File: src/rtl/tdc_pkg.sv
// Shared types for the tdc readout path: FSM states, capture quality flags, code width.
// Latency: n/a (types and constant functions only).
// Backpressure: n/a.
package tdc_pkg;

  typedef enum logic [2:0] {
    ST_IDLE,
    ST_LAUNCH,
    ST_SAMPLE,
    ST_CLEAR,
    ST_DONE
  } state_t;

  typedef struct packed {
    logic bubble;
    logic ovf;
    logic unf;
  } tdc_flags_t;

  // One extra bit so a fully set line (code == n_delay) is representable.
  function automatic int cnt_width(input int n_delay);
    return $clog2(n_delay) + 1;
  endfunction

endpackage

File: src/rtl/tdc_therm_enc.sv
// Thermometer-to-binary encoder for one delay-line capture, with bubble/overflow/underflow flags.
// Latency: purely combinational.
// Backpressure: none; output follows input.
module tdc_therm_enc
  import tdc_pkg::*;
#(
  parameter int N_DELAY = 256,
  parameter int CNT_W   = cnt_width(N_DELAY)
) (
  input  logic [N_DELAY-1:0] therm,
  output logic [CNT_W-1:0]   code,
  output tdc_flags_t         flags
);

  // Priority search upward from stage 0: the first 0 fixes the code, any 1 above it is a bubble.
  always_comb begin
    logic found;
    found = 1'b0;
    code  = CNT_W'(N_DELAY);
    flags = '0;
    for (int i = 0; i < N_DELAY; i++) begin
      if (!found && !therm[i]) begin
        found = 1'b1;
        code  = CNT_W'(i);
      end else if (found && therm[i]) begin
        flags.bubble = 1'b1;
      end
    end
    flags.ovf = &therm;
    flags.unf = ~therm[0];
  end

endmodule

File: src/rtl/tdc_meas_ctrl.sv
// Measurement sequencer: fires the TDC, captures and encodes 2^AVG_LOG2 results, presents the average.
// Latency: trigger at edge k -> o_valid from cycle k+1+2^AVG_LOG2*(2+CLR_CYC).
// Backpressure: result held in DONE until i_ready; triggers outside IDLE are dropped, not queued.
module tdc_meas_ctrl
  import tdc_pkg::*;
#(
  parameter int N_DELAY  = 256,
  parameter int CNT_W    = cnt_width(N_DELAY),
  parameter int AVG_LOG2 = 2,
  parameter int CLR_CYC  = 2
) (
  input  logic               i_clk,
  input  logic               i_rst,
  input  logic               i_trig,
  output logic               o_tdc_start,
  input  logic [N_DELAY-1:0] i_tdc_result,
  output logic               o_busy,
  output logic               o_valid,
  input  logic               i_ready,
  output logic [CNT_W-1:0]   o_code,
  output logic               o_bubble,
  output logic               o_ovf,
  output logic               o_unf
);

  localparam int ACC_W = CNT_W + AVG_LOG2;
  localparam int MC_W  = (AVG_LOG2 > 0) ? AVG_LOG2 : 1;
  localparam int CC_W  = (CLR_CYC > 1) ? $clog2(CLR_CYC) : 1;
  localparam logic [MC_W-1:0] MEAS_LAST = MC_W'((1 << AVG_LOG2) - 1);
  localparam logic [CC_W-1:0] CLR_LAST  = CC_W'(CLR_CYC - 1);

  state_t             state;
  logic [N_DELAY-1:0] cap;
  logic [MC_W-1:0]    meas_cnt;
  logic [CC_W-1:0]    clr_cnt;
  logic [ACC_W-1:0]   acc;
  tdc_flags_t         flags_acc;

  logic [CNT_W-1:0]   enc_code;
  tdc_flags_t         enc_flags;
  logic [ACC_W-1:0]   acc_sum;
  tdc_flags_t         flags_sum;

  tdc_therm_enc #(
    .N_DELAY (N_DELAY),
    .CNT_W   (CNT_W)
  ) u_enc (
    .therm (cap),
    .code  (enc_code),
    .flags (enc_flags)
  );

  // Fold the current capture in on the first CLEAR cycle only; later CLEAR cycles pass through.
  // Computed ahead of the register so a CLR_CYC of 1 can still fold and finish on the same edge.
  always_comb begin
    acc_sum   = acc;
    flags_sum = flags_acc;
    if (clr_cnt == '0) begin
      acc_sum   = acc + ACC_W'(enc_code);
      flags_sum = tdc_flags_t'(flags_acc | enc_flags);
    end
  end

  // Sequencer FSM with all outputs registered alongside the state.
  always_ff @(posedge i_clk) begin
    if (i_rst) begin
      state       <= ST_IDLE;
      cap         <= '0;
      meas_cnt    <= '0;
      clr_cnt     <= '0;
      acc         <= '0;
      flags_acc   <= '0;
      o_tdc_start <= 1'b0;
      o_busy      <= 1'b0;
      o_valid     <= 1'b0;
      o_code      <= '0;
      o_bubble    <= 1'b0;
      o_ovf       <= 1'b0;
      o_unf       <= 1'b0;
    end else begin
      case (state)
        ST_IDLE: begin
          if (i_trig) begin
            state       <= ST_LAUNCH;
            meas_cnt    <= '0;
            acc         <= '0;
            flags_acc   <= '0;
            o_code      <= '0;
            o_bubble    <= 1'b0;
            o_ovf       <= 1'b0;
            o_unf       <= 1'b0;
            o_tdc_start <= 1'b1;
            o_busy      <= 1'b1;
          end
        end
        ST_LAUNCH: begin
          state <= ST_SAMPLE;
        end
        ST_SAMPLE: begin
          cap         <= i_tdc_result;
          clr_cnt     <= '0;
          o_tdc_start <= 1'b0;
          state       <= ST_CLEAR;
        end
        ST_CLEAR: begin
          acc       <= acc_sum;
          flags_acc <= flags_sum;
          if (clr_cnt == CLR_LAST) begin
            if (meas_cnt == MEAS_LAST) begin
              state    <= ST_DONE;
              o_valid  <= 1'b1;
              o_code   <= CNT_W'(acc_sum >> AVG_LOG2);
              o_bubble <= flags_sum.bubble;
              o_ovf    <= flags_sum.ovf;
              o_unf    <= flags_sum.unf;
            end else begin
              meas_cnt    <= meas_cnt + MC_W'(1);
              o_tdc_start <= 1'b1;
              state       <= ST_LAUNCH;
            end
          end else begin
            clr_cnt <= clr_cnt + CC_W'(1);
          end
        end
        ST_DONE: begin
          if (i_ready) begin
            state   <= ST_IDLE;
            o_valid <= 1'b0;
            o_busy  <= 1'b0;
          end
        end
        default: begin
          state       <= ST_IDLE;
          o_tdc_start <= 1'b0;
          o_busy      <= 1'b0;
          o_valid     <= 1'b0;
        end
      endcase
    end
  end

endmodule
File: config.mk
export PLATFORM = sky130hd
export DESIGN_NAME = tdc_meas_ctrl
export DESIGN_NICKNAME = d
export VERILOG_FILES = /design/src/rtl/tdc_pkg.sv /design/src/rtl/tdc_therm_enc.sv /design/src/rtl/tdc_meas_ctrl.sv
export SDC_FILE = /design/constraint.sdc
export NUM_CORES = 1
export LEC_CHECK = 0
export BUFFER_PORTS_ARGS = -buffer_cell sky130_fd_sc_hd__buf_4
export CORE_ASPECT_RATIO = 0.7
export CORE_UTILIZATION = 23
export DETAILED_ROUTE_END_ITERATION = 8
export GPL_TIMING_DRIVEN = 0
export PLACE_DENSITY = 0.42
export SYNTH_ARGS = -nofsm -noshare
export SYNTH_HDL_FRONTEND = slang
export SYNTH_SLANG_ARGS = --single-unit
export TNS_END_PERCENT = 1
File: constraint.sdc
create_clock -name i_clk -period 7.1 [get_ports i_clk]
set_clock_uncertainty 0.2 [all_clocks]
set_input_delay 1.42 -clock i_clk [delete_from_list [all_inputs] [get_ports i_clk]]
set_output_delay 1.42 -clock i_clk [all_outputs]
set_load 0.01 [all_outputs]
==> results.cfg <==
[status]
status = finished with violations
violations = capacitance limit, slew limit

[sta]
worstMarginPinSlew_ns = 1.48
whs_ns = 0.256
worst_slack_ns = 0.182
hold_violations = 0
setup_violations = 0
rsz0062_at_grt = true
max_freq_ghz = 0.145
period_needed_ns = 6.92
fin_crit_sh = 0.974
drv_slew = 1
fin_tns_setup_ns = 0
relSlewSlack = -0.0146

[route]
ant_nets = 0
drc_errors = 0
via_per_inst = 5.37
wire_per_inst_um = 23.8
dr_total_vias = 20800
wl_mm = 92.1
drt-pass1-iter-count = 6
dr.first_iter.drc_count = 2154

[synth]
synthCells = 2555
synth_seq_cells = 291
synth_edf_count = 0
ys_seq_area_frac = 0.334
ys.warnings.count = 0
synth_top_cell_by_area = dfxtp_1
synthTopCellsByArea = dfxtp_1 (33%), nand2_1 (16%), a21oi_1 (10%), nand4_1 (3.7%), nor2_1 (3.2%)
syn_nets = 2826
netlist_top_cells_count = nand2_1 (726), a21oi_1 (358), dfxtp_1 (291)
synthArstFlopShare = 0
synthFlopType = dfxtp_1
synth_top_area_share = 0.334
avgSynthCellArea_um2 = 6.82
syn_area_mm2 = 0.0174
synth.distinct_cells = 86
synth.most_common_cell = nand2_1

[setup_path]
rrSetupSlack_ns = 0.18
reg2reg_to = o_code[8]$_SDFFE_PP0P_
r2r_cells = 24
cp.arrival_ns = 7.25
cp_data_required_time_ns = 7.43
r2r_start = cap[50]$_SDFFE_PP0P_
worst-path-max-fanout = 10
crit_path_end_kind = flop
cp-start-kind = flop
critPathKind = reg2reg

[global_routing]
grt_usage = 0.233
antenna_found_initial = 4
met2_usage = 0.319
use_met3 = 0.0356
grt_pass1_wl_mm = 132
grtUsageMet1 = 0.377
grt_max_degree = 15
overflow = 0
grt_busiest_layer = met1
grt_pass1_vias = 19200

[cells_and_area]
diodes = 0
fin_util = 0.290
nNetsFinal = 3135
fillers = 8325
areaGrowthSynthToFinish_pct = 24.8
drive_gt1_frac = 0.135

[run]
maxCapViolCount = 1

[floorplan]
pin_count = 275
die_w_um = 331
core.rowCount = 84
core_area_mm2 = 0.0750
initial_core_util = 0.232
dieArea_mm2 = 0.0769
die_h_um = 232

[placement]
place_congestion = 0.978
place_ws_ns = -0.149
place_hpwl_mm = 77.6
place.port_buffers = 273

[power_and_ir_drop]
p_per_area_mw_per_mm2 = 205
leakage_nw = 7.31
finalPower_w = 0.00446
vdd_drop_max_uv = 166

[clock_tree]
ctsHoldBuffers = 0
clk_latency_ns = 0.61
clk_pin_slew_ns = 0.07
cts.path.max_buffers = 3
cts_tree = done
cts_made_buffers = 30
clockRootBuffer = clkbuf_16
cts.htree.levels = 1
cts.sinks = 291

[min_path]
hp-start = flags_acc[1]$_SDFFE_PP0P_
hold_class = reg2reg
min_to = flags_acc[1]$_SDFFE_PP0P_
min_path_cells = 2
[final cells by class]
type,instances,area [um2],share of cell area
plain buffers,134,562,0.0258
clock buffers,46,902,0.0415
multi-input cells,2039,10700,0.494
repair buffers,277,2080,0.0957
flip-flops and latches,291,5830,0.268
inverters,91,342,0.0157
clock inverters,8,55.1,0.00253
well taps,989,1240,0.0569
[worst max path at each step]
stage               slack [ns]                  from                endpoint  depth (start not counted)
global route              0.01  cap[50]$_SDFFE_PP0P_  o_code[8]$_SDFFE_PP0P_                         25
finish                    0.18  cap[50]$_SDFFE_PP0P_  o_code[8]$_SDFFE_PP0P_                         24
global placement         -0.38   cap[0]$_SDFFE_PP0P_  o_code[8]$_SDFFE_PP0P_                         24
floorplan                 2.26  cap[24]$_SDFFE_PP0P_     acc[9]$_SDFFE_PP0P_                         21
CTS                       0.13  cap[50]$_SDFFE_PP0P_  o_code[8]$_SDFFE_PP0P_                         24
detailed placement       -0.15   cap[0]$_SDFFE_PP0P_  o_code[8]$_SDFFE_PP0P_                         24
[state kept, by name (all words and copies together) (netlist names)]
| name | cells |
|---|---|
| o_code | 9 |
| acc | 11 |
| o_ovf | 1 |
| o_tdc_start | 1 |
| o_unf | 1 |
| o_valid | 1 |
| state | 3 |
| o_bubble | 1 |
| flags_acc | 3 |
| o_busy | 1 |
| clr_cnt | 1 |
| meas_cnt | 2 |
| cap | 256 |
[worst max-delay path, stage by stage, from the launching register on]
cell      delay [ns]
dfxtp_1         0.61
nand4_1         0.40
nor3_2          0.47
nand4_1         0.29
buf_2           0.30
nor3_1          0.85
nand4_1         0.35
nand4_1         0.26
o21ai_0         0.20
nand4_1         0.19
a21oi_1         0.15
o21ai_2         0.37
ha_1            0.25
inv_1           0.06
fa_1            0.40
inv_1           0.07
a21oi_1         0.06
o21bai_1        0.19
a21oi_1         0.10
o21bai_1        0.19
a21o_1          0.17
a41o_1          0.24
xor2_1          0.19
nand3_1         0.10
a21oi_1         0.16
[cells by family (layout without fill, tap and decap cells)]
kind of cell,after synthesis,after routing,share of synthesized area
adders and majority gates,11,11,0.00833
xor gates and xnor gates,9,9,0.00452
AOI/OAI and AO/OA,724,724,0.252
muxes,4,4,0.00230
buffers and inverters,225,556,0.0518
and+or+nand+nor,1291,1291,0.347
DFF,291,291,0.334
[stage by stage]
stage,std cells,cell area (um2)
after floorplan,2555,17400
after global placement,3817,20700
after detailed placement,3818,20700
after CTS,3874,21700
after global routing,3875,21700
final,3875,21700
[layer usage]
layer / share of wire / up-vias
li1: - / 9829
met1: 0.53 / 10100
met2: 0.39 / 793
met4: 0.015 / 0
met3: 0.072 / 68
met5: 0 / -
[cell usage in the layout (no fill, tap or decap), types with 15 or more instances in the layout]
cell / n
a211oi_1: 20
a2111oi_0: 18
a31oi_1: 28
nand2b_1: 15
clkbuf_1: 113
nand2_1: 726
a21oi_1: 358
buf_4: 279
buf_2: 17
nand3_1: 69
nand4_1: 102
nor3_1: 42
a22oi_1: 24
and3_1: 21
clkbuf_16: 31
nor4_1: 45
nor2_1: 147
o22ai_1: 30
dfxtp_1: 291
inv_1: 89
and2_1: 18
o21ai_0: 101
[power breakdown]
part | leakage [nW] | switching [W] | internal [W] | total, W
Clock | 0.463 | 0.000706 | 0.000871 | 0.00158
Combinational | 4.48 | 0.000584 | 0.000324 | 0.000908
Sequential | 2.37 | 0.000225 | 0.00175 | 0.00198
[what timing repair did]
action / CTS / global route
pin swaps: 2 / 0
gates resized for setup: 2 / 6
endpoints found under the setup margin: 5 / 5
gates cloned: 0 / 0
buffers inserted: 2 / 0
No activity file was read; power rests on OpenSTA's default activity.
